===== config.mk =====
export PLATFORM = sky130hd
export DESIGN_NAME = cwd_issue_buf
export DESIGN_NICKNAME = d
export VERILOG_FILES = /design/src/rtl/cwd_issue_buf_pkg.sv /design/src/rtl/cwd_issue_buf_fifo.sv /design/src/rtl/cwd_issue_buf.sv
export VERILOG_INCLUDE_DIRS = /design/src /design/src/rtl
export SDC_FILE = /design/constraint.sdc
export NUM_CORES = 1
export LEC_CHECK = 0
export ABC_AREA = 1
export BUFFER_PORTS_ARGS = -buffer_cell sky130_fd_sc_hd__buf_2
export CAP_MARGIN = 25
export CORE_AREA = 2 2 134 168
export DETAILED_ROUTE_END_ITERATION = 10
export DIE_AREA = 0 0 136 170
export GPL_TIMING_DRIVEN = 0
export HOLD_SLACK_MARGIN = 0.1
export PLACE_DENSITY = 0.55
export SYNTH_ARGS = -nofsm -noshare
export SYNTH_HDL_FRONTEND = slang
export SYNTH_SLANG_ARGS = --single-unit

===== constraint.sdc =====
create_clock -name clk -period 4 [get_ports clk]
set_input_delay 0.8 -clock clk [delete_from_list [all_inputs] [get_ports clk]]
set_output_delay 0.8 -clock clk [all_outputs]
set_load 0.02 [all_outputs]

===== src/rtl/define.v =====
// Shared widths and constants for the codeword issue path.
`ifndef CWD_DEFINE_V
`define CWD_DEFINE_V

`define NUM_PQ            4
`define CWD_BW            8
`define TIME_BW           8
`define OPCODE_BW         4
`define INVALID_OPCODE    4'd0
`define CWD_I             8'h0F
`define CWDISSUE_DEPTH_BW 2

`endif


===== src/rtl/cwd_issue_buf_pkg.sv =====
// Entry layout and helpers shared by the codeword issue buffer and its storage.
`ifndef CWD_DEFINE_V
`include "define.v"
`endif

package cwd_issue_buf_pkg;

  localparam int CWD_ARR_BW = `NUM_PQ * `CWD_BW;

  typedef struct packed {
    logic [CWD_ARR_BW-1:0] cwd;
    logic [`TIME_BW-1:0]   timing;
    logic [`OPCODE_BW-1:0] opcode;
  } cwd_entry_t;

  localparam int ENTRY_BW = $bits(cwd_entry_t);

  function automatic logic [CWD_ARR_BW-1:0] idle_cwd();
    idle_cwd = {`NUM_PQ{`CWD_I}};
  endfunction

endpackage


===== src/rtl/cwd_issue_buf_fifo.sv =====
// Entry storage: 2^ADDR_BW deep FIFO, head readable combinationally, registered count.
// Latency push->head 1 cycle; push ignored when full, pop ignored when empty.
module cwdissue_fifo #(
  parameter int ADDR_BW = 2,
  parameter int DATA_BW = 8
) (
  input  logic               clk,
  input  logic               rst,
  input  logic               push,
  input  logic [DATA_BW-1:0] push_data,
  input  logic               pop,
  output logic [DATA_BW-1:0] head_data,
  output logic [ADDR_BW:0]   count,
  output logic               full,
  output logic               empty
);

  localparam int DEPTH = 1 << ADDR_BW;

  logic [DATA_BW-1:0] mem [DEPTH];
  logic [ADDR_BW-1:0] wr_ptr;
  logic [ADDR_BW-1:0] rd_ptr;
  logic               do_push;
  logic               do_pop;

  assign full      = (count == (ADDR_BW+1)'(DEPTH));
  assign empty     = (count == '0);
  assign do_push   = push & ~full;
  assign do_pop    = pop & ~empty;
  assign head_data = mem[rd_ptr];

  always_ff @(posedge clk) begin
    if (do_push) begin
      mem[wr_ptr] <= push_data;
    end
  end

  always_ff @(posedge clk) begin
    if (!rst) begin
      wr_ptr <= '0;
      rd_ptr <= '0;
      count  <= '0;
    end else begin
      if (do_push) wr_ptr <= wr_ptr + 1'b1;
      if (do_pop)  rd_ptr <= rd_ptr + 1'b1;
      case ({do_push, do_pop})
        2'b10:   count <= count + 1'b1;
        2'b01:   count <= count - 1'b1;
        default: count <= count;
      endcase
    end
  end

endmodule


===== src/rtl/cwd_issue_buf.sv =====
// Queues codeword entries and issues each once its wait time since the previous issue has elapsed;
// accept->cwd_valid >= 2 cycles, cwdgen_stall high when full. CWDISSUE_HOLD_EN: hold outputs between issues.
`ifndef CWD_DEFINE_V
`include "define.v"
`endif

module cwd_issue_buf
  import cwd_issue_buf_pkg::*;
#(
  parameter int DEPTH_BW = `CWDISSUE_DEPTH_BW
) (
  input  logic                          clk,
  input  logic                          rst,
  input  logic                          psu_valid,
  input  logic [`NUM_PQ*`CWD_BW-1:0]    cwdarray_in,
  input  logic [`TIME_BW-1:0]           timing_in,
  input  logic [`OPCODE_BW-1:0]         opcode_in,
  input  logic                          qctrl_stall,
  output logic                          cwdgen_stall,
  output logic                          cwd_valid,
  output logic [`NUM_PQ*`CWD_BW-1:0]    cwd_out,
  output logic [`OPCODE_BW-1:0]         opcode_out,
  output logic [DEPTH_BW:0]             occupancy
);

  cwd_entry_t          push_entry;
  cwd_entry_t          head;
  logic                fifo_full;
  logic                fifo_empty;
  logic                accept;
  logic                head_ready;
  logic                head_invalid;
  logic                issue;
  logic                drop;
  logic [`TIME_BW-1:0] wait_cnt;

  assign push_entry   = '{cwd: cwdarray_in, timing: timing_in, opcode: opcode_in};
  assign cwdgen_stall = fifo_full;
  assign accept       = psu_valid & ~cwdgen_stall;

  // Invalid-opcode heads are discarded without touching the wait counter.
  assign head_ready   = ~fifo_empty & ~qctrl_stall;
  assign head_invalid = (head.opcode == `INVALID_OPCODE);
  assign issue        = head_ready & ~head_invalid & (wait_cnt >= head.timing);
  assign drop         = head_ready & head_invalid;

  cwdissue_fifo #(
    .ADDR_BW (DEPTH_BW),
    .DATA_BW (ENTRY_BW)
  ) u_fifo (
    .clk       (clk),
    .rst       (rst),
    .push      (accept),
    .push_data (push_entry),
    .pop       (issue | drop),
    .head_data (head),
    .count     (occupancy),
    .full      (fifo_full),
    .empty     (fifo_empty)
  );

  always_ff @(posedge clk) begin
    if (!rst) begin
      wait_cnt <= '0;
    end else if (issue) begin
      wait_cnt <= '0;
    end else if (!qctrl_stall && (wait_cnt != '1)) begin
      wait_cnt <= wait_cnt + 1'b1;
    end
  end

  always_ff @(posedge clk) begin
    if (!rst) begin
      cwd_valid  <= 1'b0;
      cwd_out    <= idle_cwd();
      opcode_out <= `INVALID_OPCODE;
    end else begin
      cwd_valid <= issue;
      if (issue) begin
        cwd_out    <= head.cwd;
        opcode_out <= head.opcode;
      end else begin
`ifdef CWDISSUE_HOLD_EN
        cwd_out    <= cwd_out;
        opcode_out <= opcode_out;
`else
        cwd_out    <= idle_cwd();
        opcode_out <= `INVALID_OPCODE;
`endif
      end
    end
  end

endmodule


==> metrics.txt, run 1 <==
Syn. warnings=0; Root Buffer=clkbuf_16; share of cells above drive strength 1=0.209; CTS Buffer Depth=3; Cell variety after synth=30; TritonCTS clock tree=done; Max-Cap Viols=0; dominant synthesized flop cell=edfxtp_1; core area=21500 um2; Yosys reg bits=230; htree depth=1; r2r setup slk=0.43 ns; GRT Total Usage=0.162; hold depth=2; # DRC=0; Arrival @ worst endpoint=3.95 ns; Post-CTS Resized=0; reg-to-reg endpoint=u_fifo.count[2]; Pwr Density=480 nW/um2; initial antenna violation count=3; total gr overflow=0; post-DR wirelength/cell=16.7 um; # clock sinks=230; outcome=finished, final reports clean; P_leak=3.77 nW; CP required=4.38 ns; fin crit period=3.57 ns; Post-synth EDFFs=176; skew final=0.00977 ns; f_max=280 MHz; RSZ-0062 raised after global routing=false; Slew headroom=0.375; WS Path Type=reg2reg; Final Util=0.482; crit end category=register; Chip Height=170 um; synthesized area=8690 um2; sequential area share after synthesis=0.733; first-pass GRT wire length=28900 um; Final period util=0.893; Worst-Margin Slew=0.936 ns; startpoint types=register; area delta synth->final=19.2%; Worst-Skew Late Latency=0.50 ns; Vias=5449; cts bufs inserted=23; setup_tns=0 ns; buffer count from post-CTS setup fixing=0; die area=23100 um2; setup violators final=0; pin count of the biggest net entering global routing=26; initial core utilization=0.405; IO Pins=89; Die X=136 um; nets=871; total power draw=4.97 mW; routability cong.=0.743; number of global-route vias before repair=5480; hold_sp=u_fifo.mem[3][15]; FF-to-FF path depth=17; hold slack final=0.481 ns; syn nets=756; CP max FO=15; drt via density=4.94; Syn Area/Cell=12.5 um2; Post-DP HPWL=12200 um; Final Hold Vio Count=0; Slew Viols, Final=0; Peak VDD IR=0.000310 V; # hold bufs at CTS=0; Hold EP=cwd_out[3]; clock transition at the registers of the reported paths=0.06 ns; drt first pass iters=5; Final ANT Viol Nets=0; multi-input logic area=2080 um2; register area=6370 um2; min-delay worst type=reg2reg; FILL cells=1965; number of DRC markers in iteration 0=353; Async SR Flop Fraction=0; port bufs=88; Mapped Cells=693; Rows=60; Routed WL=18400 um
synthesized netlist by cell type, types with 2 or more instances:
cell type / number / area, um2
edfxtp_1: 176 / 5290
nor2_1: 151 / 567
nand2_1: 73 / 274
o21ai_0: 71 / 355
dfxtp_1: 54 / 1080
a21oi_1: 31 / 155
inv_1: 24 / 90.1
clkbuf_1: 20 / 75.1
nand3_1: 19 / 95.1
ha_1: 14 / 175
a21oi_2: 9 / 78.8
nand3_2: 9 / 90.1
a32o_1: 7 / 70.1
buf_6: 5 / 56.3
xor2_1: 5 / 43.8
buf_1: 4 / 15.0
nand2_2: 4 / 25.0
nand4_1: 3 / 18.8
nor2_4: 2 / 22.5
nor3_1: 2 / 10.0
cells by family after synthesis:
family                   count (synthesis)  share of synthesized area
flip-flops                             230                      0.733
adder cells (fa/ha/maj)                 15                     0.0225
XOR/XNOR                                 6                    0.00605
AO/OA/AOI/OAI                          121                     0.0782
buffers and inverters                   57                     0.0318
AND/OR/NAND/NOR                        264                      0.129
metal layers:
layer	global-route usage	routed length (um)	share of wire
met5	0	21	0.0011
met4	0.0521	433	0.023
met3	0.0319	1060	0.057
met2	0.288	9360	0.51
met1	0.198	7580	0.41
flip-flops by register name (all words and copies together) (netlist names), named ones only:
name and cells:
u_fifo.count 3, wait_cnt 8, u_fifo.rd_ptr 2, u_fifo.mem 176
cwd_valid 1, u_fifo.wr_ptr 2, opcode_out 4, cwd_out 32
worst max path at each step:
stage | to | slack (ns)
floorplan | u_fifo.mem[0][0] | 0.61
global placement | u_fifo.mem[1][14] | -1.20
detailed placement | u_fifo.count[2] | -0.10
CTS | u_fifo.count[2] | 0.11
global route | u_fifo.count[2] | 0.03
finish | u_fifo.count[2] | 0.43
placed cells by master, fill, tap and decap left out, types with 4 or more instances in the layout:
cell	count
xor2_1	5
buf_1	4
edfxtp_1	176
buf_2	89
nand3_2	9
nor2_4	6
inv_1	23
clkbuf_16	23
o21ai_0	71
clkbuf_1	15
nand2_1	73
a32o_1	7
dfxtp_1	54
buf_12	4
nor2_1	147
ha_1	14
clkbuf_2	6
nand3_1	19
nand2_2	4
a21oi_1	31
a21oi_2	9
clkinv_2	6
buf_6	5
report_power, final:
group / switching (mW) / internal, mW / leakage [nW] / total (mW)
logic: 0.147 / 0.0688 / 1.36 / 0.216
registers: 0.0216 / 2.66 / 2.05 / 2.68
clock network: 0.838 / 1.24 / 0.365 / 2.07
layout make-up:
| cell class | count | share of cell area |
|---|---|---|
| well taps | 279 | 0.0337 |
| clock buffers | 30 | 0.0610 |
| diodes | 1 | 0.000242 |
| plain buffers | 28 | 0.0162 |
| inverters | 26 | 0.0105 |
| repair buffers | 93 | 0.0536 |
| clock inverters | 10 | 0.00942 |
| multi-input cells | 406 | 0.201 |
| flip-flops and latches | 230 | 0.615 |
critical path, stage by stage (launching register included):
cell        delay (ns)
dfxtp_1           0.37
clkinvlp_4        0.33
clkbuf_2          0.33
a32o_1            0.32
ha_1              0.29
nand2_1           0.07
nor2_1            0.14
nand4_1           0.09
nand3_1           0.19
nand2_1           0.12
nand2_2           0.11
ha_1              0.15
inv_1             0.07
fa_1              0.38
a21oi_1           0.15
o21ai_0           0.12
o21ai_0           0.16
a21oi_1           0.06
metrics by stage:
stage / std cells / area (um2) / worst slack, ns
floorplan: 693 / 8690 / 0.607
global placement: 1060 / 9480 / -1.20
detailed placement: 1065 / 9620 / -0.102
CTS: 1104 / 10300 / 0.114
global route: 1103 / 10400 / 0.0284
finish: 1103 / 10400 / 0.426
Power figures use the tool's default switching activity.
==> run 2: changes to the inputs <==
--- a/config.mk
+++ b/config.mk
@@ -9,12 +9,12 @@
 export ABC_AREA = 1
 export BUFFER_PORTS_ARGS = -buffer_cell sky130_fd_sc_hd__buf_2
 export CAP_MARGIN = 25
-export CORE_AREA = 2 2 134 168
+export CORE_AREA = 2 2 116 146
 export DETAILED_ROUTE_END_ITERATION = 10
-export DIE_AREA = 0 0 136 170
+export DIE_AREA = 0 0 118 148
 export GPL_TIMING_DRIVEN = 0
 export HOLD_SLACK_MARGIN = 0.1
-export PLACE_DENSITY = 0.55
+export PLACE_DENSITY = 0.71
 export SYNTH_ARGS = -nofsm -noshare
 export SYNTH_HDL_FRONTEND = slang
 export SYNTH_SLANG_ARGS = --single-unit
==> metrics.txt, run 2 (synthesis gave the netlist of run 1 again) <==
routability cong.=0.797 (+7.2%); hold slack final=0.481 ns (-0.0000540 ns); CTS Buffer Depth=3 (unchanged); GRT Total Usage=0.206 (+0.0436); register area=6370 um2 (unchanged); skew final=0.00765 ns (-0.00212 ns); setup violators final=0 (unchanged); Final ANT Viol Nets=0 (unchanged); final worst slack=0.362 ns (-0.0641 ns); CP required=4.38 ns (about the same); Final period util=0.910 (+0.0160); f_max=275 MHz (-1.8%); r2r setup slk=0.36 ns (-0.06 ns); Most flops, register=u_fifo.mem; Hold EP=cwd_out[8]; pin count of the biggest net entering global routing=29 (+12%); number of DRC markers in iteration 0=530 (+50%); total gr overflow=0 (unchanged); IO Pins=89 (unchanged); number of flip-flops in the largest register=176 (unchanged); Post-DP HPWL=11400 um (-6.7%); core area=16100 um2 (-25%); # DRC=0 (unchanged); FILL cells=1205 (-39%); P_leak=3.75 nW (-0.52%); nets=872 (+0.11%); die area=17500 um2 (-24%); htree depth=1 (unchanged); worst slack, placed=0.0131 ns (+0.115 ns); area delta synth->final=17.9%; Rows=52 (-13%); Root Buffer=clkbuf_16; min-delay worst type=reg2reg; Chip Height=148 um (-13%); Peak VDD IR=0.000329 V (+6.2%); drt first pass iters=5 (unchanged); # clock sinks=230 (unchanged); TritonCTS clock tree=done; Arrival @ worst endpoint=4.02 ns (+0.07 ns); leading cell type in the layout, fill and taps excluded=edfxtp_1; number of global-route vias before repair=5703 (+4.1%); Largest regs=u_fifo.mem x176, cwd_out x32, wait_cnt x8; reg-to-reg endpoint=u_fifo.count[2]; hold_sp=u_fifo.mem[3][20]; Die X=118 um (-13%); Routed WL=18000 um (-2.6%); Final Hold Vio Count=0 (unchanged); Worst-Skew Late Latency=0.50 ns (about the same); startpoint types=register; buffer count from post-CTS setup fixing=0 (unchanged); Max-Cap Viols=0 (unchanged); Slew headroom=0.472 (+0.0978); Slew Viols, Final=0 (unchanged); first-pass GRT wire length=28300 um (-2.1%); drt via density=5.38 (+8.8%); post-DR wirelength/cell=17.2 um (+3.1%); Vias=5602 (+2.8%); port bufs=88 (unchanged); multi-input logic area=2080 um2 (unchanged); fin crit period=3.64 ns (+0.0641 ns); Worst-Margin Slew=0.789 ns (-0.146 ns); hold depth=2 (unchanged); share of cells above drive strength 1=0.202 (-0.00657); initial core utilization=0.541 (+0.136); CP max FO=10 (-5); cts bufs inserted=22 (-4.3%); outcome=finished, final reports clean; RSZ-0062 raised after global routing=false; crit end category=register; WS Path Type=reg2reg; clock transition at the registers of the reported paths=0.06 ns (about the same); commonest non-fill, non-tap cells in the layout=176 x edfxtp_1, 147 x nor2_1, 89 x buf_2, 73 x nand2_1, 71 x o21ai_0; FF-to-FF path depth=20 (+3); Pwr Density=482 nW/um2 (+0.46%); initial antenna violation count=1 (-2)
==> run 2: layout make-up <==
type / count / area share
sequential: 230 / 0.621
multi-input combinational: 406 / 0.203
clock buffer: 36 / 0.0668
timing repair buffer: 92 / 0.0508
tap: 216 / 0.0264
buffer: 31 / 0.0173
inverter: 26 / 0.0103
clock inverter: 4 / 0.00427
antenna: 1 / 0.000244
==> run 2: worst max path at each step <==
| stage | startpoint | to | slack [ns] | cells after the start |
|---|---|---|---|---|
| 3_3_place_gp | psu_valid | u_fifo.mem[1][23] | -1.07 | 5 |
| 3_5_place_dp | register | u_fifo.count[2] | 0.01 | 19 |
| 2_1_floorplan | psu_valid | u_fifo.mem[0][0] | 0.61 | 4 |
| 4_1_cts | register | u_fifo.count[2] | 0.002 | 19 |
| 6_report | register | u_fifo.count[2] | 0.36 | 20 |
| 5_1_grt | register | u_fifo.count[2] | 0.02 | 19 |
==> run 2: report_power, final <==
| part | switching [mW] | internal (mW) |
|---|---|---|
| clock network | 0.815 | 1.23 |
| registers | 0.0220 | 2.66 |
| logic | 0.147 | 0.0672 |
==> run 2: repair_timing <==
item | CTS | global route
endpoints found under the setup margin | 0 | 2
gates resized for setup | 0 | 10
hold buffers | 0 | 0
==> run 2: through the flow <==
stage,area [um2],total power [mW],util,instances,TNS [ns]
final,10200,4.94,0.638,1042,0
after global routing,10200,5.10,0.637,1041,0
after CTS,10200,4.97,0.637,1041,0
after detailed placement,9510,2.95,0.592,1001,0
after global placement,9400,2.93,0.585,997,-181.95
after floorplan,8690,2.85,-,693,0
==> run 2: critical path, cell delays in order, from the launching register on <==
cell,delay (ns)
dfxtp_1,0.31
buf_6,0.14
inv_6,0.07
buf_6,0.13
clkbuf_1,0.42
nand2_1,0.12
a32o_1,0.25
ha_1,0.29
nand2_1,0.05
nor2_1,0.13
nand4_1,0.10
nand3_1,0.19
nand2_1,0.12
nand2_2,0.11
ha_1,0.15
inv_1,0.07
fa_1,0.38
a21oi_1,0.16
o21ai_0,0.12
o21ai_0,0.16
a21oi_1,0.05
==> run 2: metal layers <==
layer	wire length [um]	vias to the layer above	GRT usage
met5	0	-	0
met4	404	0	0.0765
met3	1180	34	0.0382
met2	9350	193	0.373
met1	7030	2721	0.245
li1	-	2654	-
